$ cat src/rtl/matrix_host_driver.sv
// Host-side initiator for the matrix processor: loads operand rows, streams them one per cycle, collects 8 result rows.
// Latency start->done is N+10 cycles (18 / 26); no backpressure, the processor must keep pace; a missing first result aborts after TIMEOUT.
module matrix_host_driver #(
    parameter int WIDTH   = 32,
    parameter int ROWS    = 8,
    parameter int TIMEOUT = 64
) (
    input  logic             clk,
    input  logic             reset_n,
    input  logic             wr_en,
    input  logic [3:0]       wr_addr,
    input  logic [WIDTH-1:0] wr_data,
    input  logic             start,
    input  logic [3:0]       op_in,
    input  logic [WIDTH-1:0] const_in,
    input  logic [2:0]       rd_addr,
    output logic [WIDTH-1:0] rd_data,
    output logic             busy,
    output logic             done,
    output logic             err,
    output logic             proc_reset,
    output logic [3:0]       opcode,
    output logic [WIDTH-1:0] constant,
    output logic [WIDTH-1:0] data,
    output logic             data_ready,
    input  logic [WIDTH-1:0] out,
    input  logic             out_valid
);

    localparam int DEPTH = 2 * ROWS;
    localparam int AW    = $clog2(DEPTH);
    localparam int RAW   = $clog2(ROWS);
    localparam int FW    = AW + 1;
    localparam int CW    = RAW + 1;
    localparam int TW    = $clog2(TIMEOUT) + 1;

    localparam logic [FW-1:0] N_LONG   = FW'(DEPTH);
    localparam logic [FW-1:0] N_SHORT  = FW'(ROWS);
    localparam logic [CW-1:0] CAP_LAST = CW'(ROWS - 1);
    localparam logic [TW-1:0] TMO_LAST = TW'(TIMEOUT - 1);

    typedef enum logic [1:0] {
        S_IDLE,
        S_CLEAR,
        S_FEED,
        S_COLLECT
    } state_t;

    // Zero means the opcode is not accepted by the processor.
    function automatic logic [FW-1:0] row_count(input logic [3:0] op);
        case (op)
            4'b0001, 4'b0010, 4'b0011, 4'b1101, 4'b1111: row_count = N_LONG;
            4'b1000, 4'b1001, 4'b1010, 4'b1011,
            4'b1100, 4'b1110:                            row_count = N_SHORT;
            default:                                     row_count = '0;
        endcase
    endfunction

    state_t           state_q, state_d;
    logic             busy_q, busy_d;
    logic             done_q, done_d;
    logic             err_q, err_d;
    logic             proc_reset_q, proc_reset_d;
    logic [3:0]       opcode_q, opcode_d;
    logic [WIDTH-1:0] constant_q, constant_d;
    logic [WIDTH-1:0] data_q, data_d;
    logic             data_ready_q, data_ready_d;
    logic [FW-1:0]    n_q, n_d;
    logic [FW-1:0]    feed_cnt_q, feed_cnt_d;
    logic [CW-1:0]    cap_cnt_q, cap_cnt_d;
    logic [TW-1:0]    tmo_cnt_q, tmo_cnt_d;
    logic [WIDTH-1:0] opd_q [DEPTH];
    logic [WIDTH-1:0] opd_d [DEPTH];
    logic [WIDTH-1:0] res_q [ROWS];
    logic [WIDTH-1:0] res_d [ROWS];
    logic [FW-1:0]    req_n;

    always_comb begin
        state_d      = state_q;
        done_d       = 1'b0;
        err_d        = 1'b0;
        proc_reset_d = proc_reset_q;
        opcode_d     = opcode_q;
        constant_d   = constant_q;
        data_d       = data_q;
        data_ready_d = data_ready_q;
        n_d          = n_q;
        feed_cnt_d   = feed_cnt_q;
        cap_cnt_d    = cap_cnt_q;
        tmo_cnt_d    = tmo_cnt_q;
        opd_d        = opd_q;
        res_d        = res_q;
        req_n        = row_count(op_in);

        case (state_q)
            S_IDLE: begin
                proc_reset_d = 1'b0;
                if (wr_en) begin
                    opd_d[wr_addr] = wr_data;
                end
                if (start) begin
                    if (req_n == '0) begin
                        err_d = 1'b1;
                    end else begin
                        opcode_d     = op_in;
                        constant_d   = const_in;
                        n_d          = req_n;
                        proc_reset_d = 1'b1;
                        state_d      = S_CLEAR;
                    end
                end
            end
            S_CLEAR: begin
                proc_reset_d = 1'b0;
                data_ready_d = 1'b1;
                data_d       = opd_q[0];
                feed_cnt_d   = FW'(1);
                state_d      = S_FEED;
            end
            S_FEED: begin
                // feed_cnt reaching N means row N-1 has just had its cycle on the bus.
                if (feed_cnt_q == n_q) begin
                    data_ready_d = 1'b0;
                    data_d       = '0;
                    cap_cnt_d    = '0;
                    tmo_cnt_d    = '0;
                    state_d      = S_COLLECT;
                end else begin
                    data_d     = opd_q[feed_cnt_q[AW-1:0]];
                    feed_cnt_d = feed_cnt_q + 1'b1;
                end
            end
            S_COLLECT: begin
                if (out_valid && (cap_cnt_q <= CAP_LAST)) begin
                    res_d[cap_cnt_q[RAW-1:0]] = out;
                    cap_cnt_d = cap_cnt_q + 1'b1;
                    if (cap_cnt_q == CAP_LAST) begin
                        done_d  = 1'b1;
                        state_d = S_IDLE;
                    end
                end else if (cap_cnt_q == '0) begin
                    // Only the wait for the first result is bounded; later gaps are tolerated.
                    if (tmo_cnt_q == TMO_LAST) begin
                        err_d   = 1'b1;
                        state_d = S_IDLE;
                    end else begin
                        tmo_cnt_d = tmo_cnt_q + 1'b1;
                    end
                end
            end
            default: state_d = S_IDLE;
        endcase

        busy_d = (state_d != S_IDLE);
    end

    always_ff @(posedge clk or negedge reset_n) begin
        if (!reset_n) begin
            state_q      <= S_IDLE;
            busy_q       <= 1'b0;
            done_q       <= 1'b0;
            err_q        <= 1'b0;
            proc_reset_q <= 1'b1;
            opcode_q     <= '0;
            constant_q   <= '0;
            data_q       <= '0;
            data_ready_q <= 1'b0;
            n_q          <= '0;
            feed_cnt_q   <= '0;
            cap_cnt_q    <= '0;
            tmo_cnt_q    <= '0;
            for (int i = 0; i < DEPTH; i++) begin
                opd_q[i] <= '0;
            end
            for (int i = 0; i < ROWS; i++) begin
                res_q[i] <= '0;
            end
        end else begin
            state_q      <= state_d;
            busy_q       <= busy_d;
            done_q       <= done_d;
            err_q        <= err_d;
            proc_reset_q <= proc_reset_d;
            opcode_q     <= opcode_d;
            constant_q   <= constant_d;
            data_q       <= data_d;
            data_ready_q <= data_ready_d;
            n_q          <= n_d;
            feed_cnt_q   <= feed_cnt_d;
            cap_cnt_q    <= cap_cnt_d;
            tmo_cnt_q    <= tmo_cnt_d;
            opd_q        <= opd_d;
            res_q        <= res_d;
        end
    end

    assign busy       = busy_q;
    assign done       = done_q;
    assign err        = err_q;
    assign proc_reset = proc_reset_q;
    assign opcode     = opcode_q;
    assign constant   = constant_q;
    assign data       = data_q;
    assign data_ready = data_ready_q;
    assign rd_data    = res_q[rd_addr];

endmodule

$ cat config.mk
export PLATFORM = sky130hd
export DESIGN_NAME = matrix_host_driver
export DESIGN_NICKNAME = d
export VERILOG_FILES = /design/src/rtl/matrix_host_driver.sv
export SDC_FILE = /design/constraint.sdc
export NUM_CORES = 1
export LEC_CHECK = 0
export BUFFER_PORTS_ARGS = -buffer_cell sky130_fd_sc_hd__clkbuf_2
export CORE_MARGIN = 1
export CORE_UTILIZATION = 40
export DETAILED_ROUTE_END_ITERATION = 10
export PLACE_DENSITY = 0.64
export SYNTH_ARGS = -nofsm -noshare
export SYNTH_HDL_FRONTEND = slang
export SYNTH_SLANG_ARGS = --single-unit
$ cat constraint.sdc
create_clock -name clk -period 6.5 [get_ports clk]
set_clock_uncertainty 0.05 [all_clocks]
set_input_delay 0.325 -clock clk [delete_from_list [all_inputs] [get_ports clk]]
set_output_delay 0.325 -clock clk [all_outputs]
set_load 0.005 [all_outputs]
==> results.md <==
- Outcome: complete, no violations
- Area delta synth->final: 16.4%
- Ys flop type: dfrtp_1
- Placed Instances: 3,704
- Nets: 2,727
- Mean routed wirelength per cell: 23.9 µm
- VDD IR max: 0.229 mV
- # clock sinks: 861
- CP Launch Point: state_q[0]
- Critical path endpoint: opd_q[391]
- Worst path required time: 6.97 ns
- Synth warn: 0
- Synth area leader: dfrtp_1
- Count leader, synth: dfrtp_1
- WS Path Type: reg -> reg
- Max Fclk: 0.304 GHz
- Synth async-reset ratio: 100%
- Die Y: 311 µm
- H-tree levels: 3
- Global-route wire length before repair: 149,000 µm
- Relative slew slack: 13.5%
- GRT overflow: 0
- Vias in the first global route: 24,200
- Routed Antenna Nets: 0
- Initial antenna violation count: 10
- Fin util: 46.9%
- Clk root buf: clkbuf_16
- TritonCTS clock tree: done
- Mapped Avg Cell Area: 16.1 µm²
- Final Hold Fails: 0
- Detail Placement HPWL: 56,400 µm
- Sequential-to-total area share from yosys stat: 56.3%
- Reg-to-reg critical path startpoint: state_q[0]
- Pwr/cell area: 446 nW/µm²
- Largest net degree at the start of global routing: 198
- Mapped cell area: 38,300 µm²
- Vias: 22,000
- Arr. time, crit path: 3.76 ns
- Share of cells above drive strength 1: 53.5%
- Critical Path Source Type: register
- Main combinational cell family by area after synthesis: multiplexers
- Starting Density: 40.3%
- All-Layer GR Usage: 19.8%
- Final critical-path share of the clock period: 50.5%
- FP Rows: 113
- Clock transition at path regs: 0.06 ns
- Final Non-Filler Cells: 3,948
- Post-synthesis simple-gate area fraction: 1.42%
- Power consumption: 19.9 mW
- Post-layout min period: 3.29 ns
- Area contributors post-synth: dfrtp_1 56%, mux2_2 23%, mux4_2 11%
- Synth cell count leaders: 860 x dfrtp_1, 797 x mux2_2, 192 x mux4_2, 97 x buf_2, 80 x clkbuf_1
- Horiz. Die Dim: 311 µm
- Max-cap viol count: 0
- Crit-path max FO: 24
- Initial DRC count: 1,240
- Final Max Slew Viols: 0
- Die area: 96,900 µm²
- Leakage power: 20.2 nW
- CTS Buffer Depth: 3
- Total iterations of the first detailed-routing run: 5
- Post-synth EDFFs: 0
- Ports: 217
- Unrepaired setup endpoints after global routing: false
- Routability cong.: 0.752
- Distinct cells, synth: 55
- Compound-Gate Fraction of Synth Area: 2.79%
- Reg2Reg Setup Slack: 3.21 ns
- Clock Latency Late Sink: 0.65 ns
- Register-to-Register Path Depth: 6
- Worst setup EP type: register
- Min-Delay Path Class: in -> reg
- Post_cts resized: 0
- Synth Area in XOR/XNOR: 0.0687%
- RR Endpoint: opd_q[391]
- Placed Area: 40,600 µm²
- Worst Tran Pin Value: 1.29 ns
- Core Region: 94,900 µm²
- Setup-failing EPs final: 0
- Via density: 5.58
- Adder-cell share of the synthesized area: 0.294%
- Share of the synthesized area in the top cell type: 56.2%
- Mapped Nets: 2,492
- #FFs+latches synth: 861
- Fin Setup TNS: 0 ns
- Post-Route WL: 94,300 µm
- # DRC: 0
- Clock buffer count from CTS: 95
- Synth Instances: 2,371
- Final instance area: 44,500 µm²
- PortBufs: 216
- Post-synthesis mux area share: 36.7%
[sequential cells by signal, summed over array words and instances (netlist names)]
register / flops
res_q: 256
err: 1
opd_q: 512
data_ready: 1
proc_reset: 1
data: 32
cap_cnt_q: 4
constant: 32
state_q: 2
tmo_cnt_q: 7
busy: 1
n_q: 2
done: 1
opcode: 4
feed_cnt_q: 5
[report_power, final]
part	internal [mW]	switching [mW]	total [mW]
Sequential	7.49	1.31	8.80
Clock	3.38	2.18	5.56
Combinational	3.31	2.22	5.52
Total	14.2	5.71	19.9
[cell type report]
type,count,area [µm²]
clock inverter,39,538
timing repair buffer,328,2160
fill,8153,50300
antenna,2,5.00
sequential,861,21600
clock buffer,133,2710
tap,1265,1580
inverter,14,52.6
multi-input combinational,1306,15900
[cells by family after synthesis]
family,after synthesis
xor gates and xnor gates,3
buffers and inverters,204
muxes,1059
DFF,861
and+or+nand+nor,95
AOI/OAI and AO/OA,140
adders and majority gates,9
[worst min-delay path by stage]
stage / startpoint / end / slack (ns) / cells after the start
floorplan: reset_n / busy / -0.02 / 0
global placement: reset_n / res_q[67] / 0.35 / 1
detailed placement: reset_n / constant[11] / 0.37 / 1
CTS: op_in[3] / opcode[3] / 0.03 / 3
global route: out_valid / cap_cnt_q[0] / 0.09 / 4
finish: op_in[3] / opcode[3] / 0.08 / 3
[metrics by stage]
stage / hold slack [ns] / setup slack, ns
floorplan: -0.0206 / 3.98
global route: 0.0898 / 3.13
CTS: 0.0328 / 3.22
global placement: 0.355 / 3.30
finish: 0.0787 / 3.21
detailed placement: 0.369 / 3.23
[routing by layer]
layer / share of wire (%) / track usage [%] / wire length, µm
met1: 42 / 25.7 / 40000
met5: 0.12 / 0 / 111
met3: 4.1 / 3.42 / 3820
met2: 51 / 33.9 / 48100
met4: 2.4 / 5.63 / 2300
[repair_timing]
| action | in CTS | in global routing |
|---|---|---|
| hold buffers | 70 | 0 |
| buffers inserted | 0 | 0 |
| hold endpoints to repair | 377 | 0 |
[critical path: stages (launching register included)]
cell and delay [ns]:
dfrtp_1 0.41, inv_1 0.12, ha_1 0.49, nand4_1 0.48, nor3_4 0.70, buf_4 0.50, mux2_2 0.39
[cells in the final DEF (no fill, tap or decap), types with 4 or more instances in the layout]
cell type	count
nor2_1	8
buf_4	39
o31ai_1	4
clkbuf_1	21
mux4_2	192
ha_1	9
mux2_1	37
nand2_1	18
clkbuf_8	15
clkbuf_16	97
mux2i_1	33
clkbuf_2	214
mux2_2	797
bufinv_16	12
nand4_1	6
dlygate4sd3_1	70
o21ai_0	11
clkinv_2	18
nor2_4	10
nand3_1	8
a21oi_1	10
nor3_4	4
nand2b_1	7
dfrtp_1	856
a211oi_1	32
buf_12	4
o22ai_1	34
a221o_1	32
nand4b_1	5
clkinvlp_4	5
inv_1	12
(Power assumes the default switching activity.)
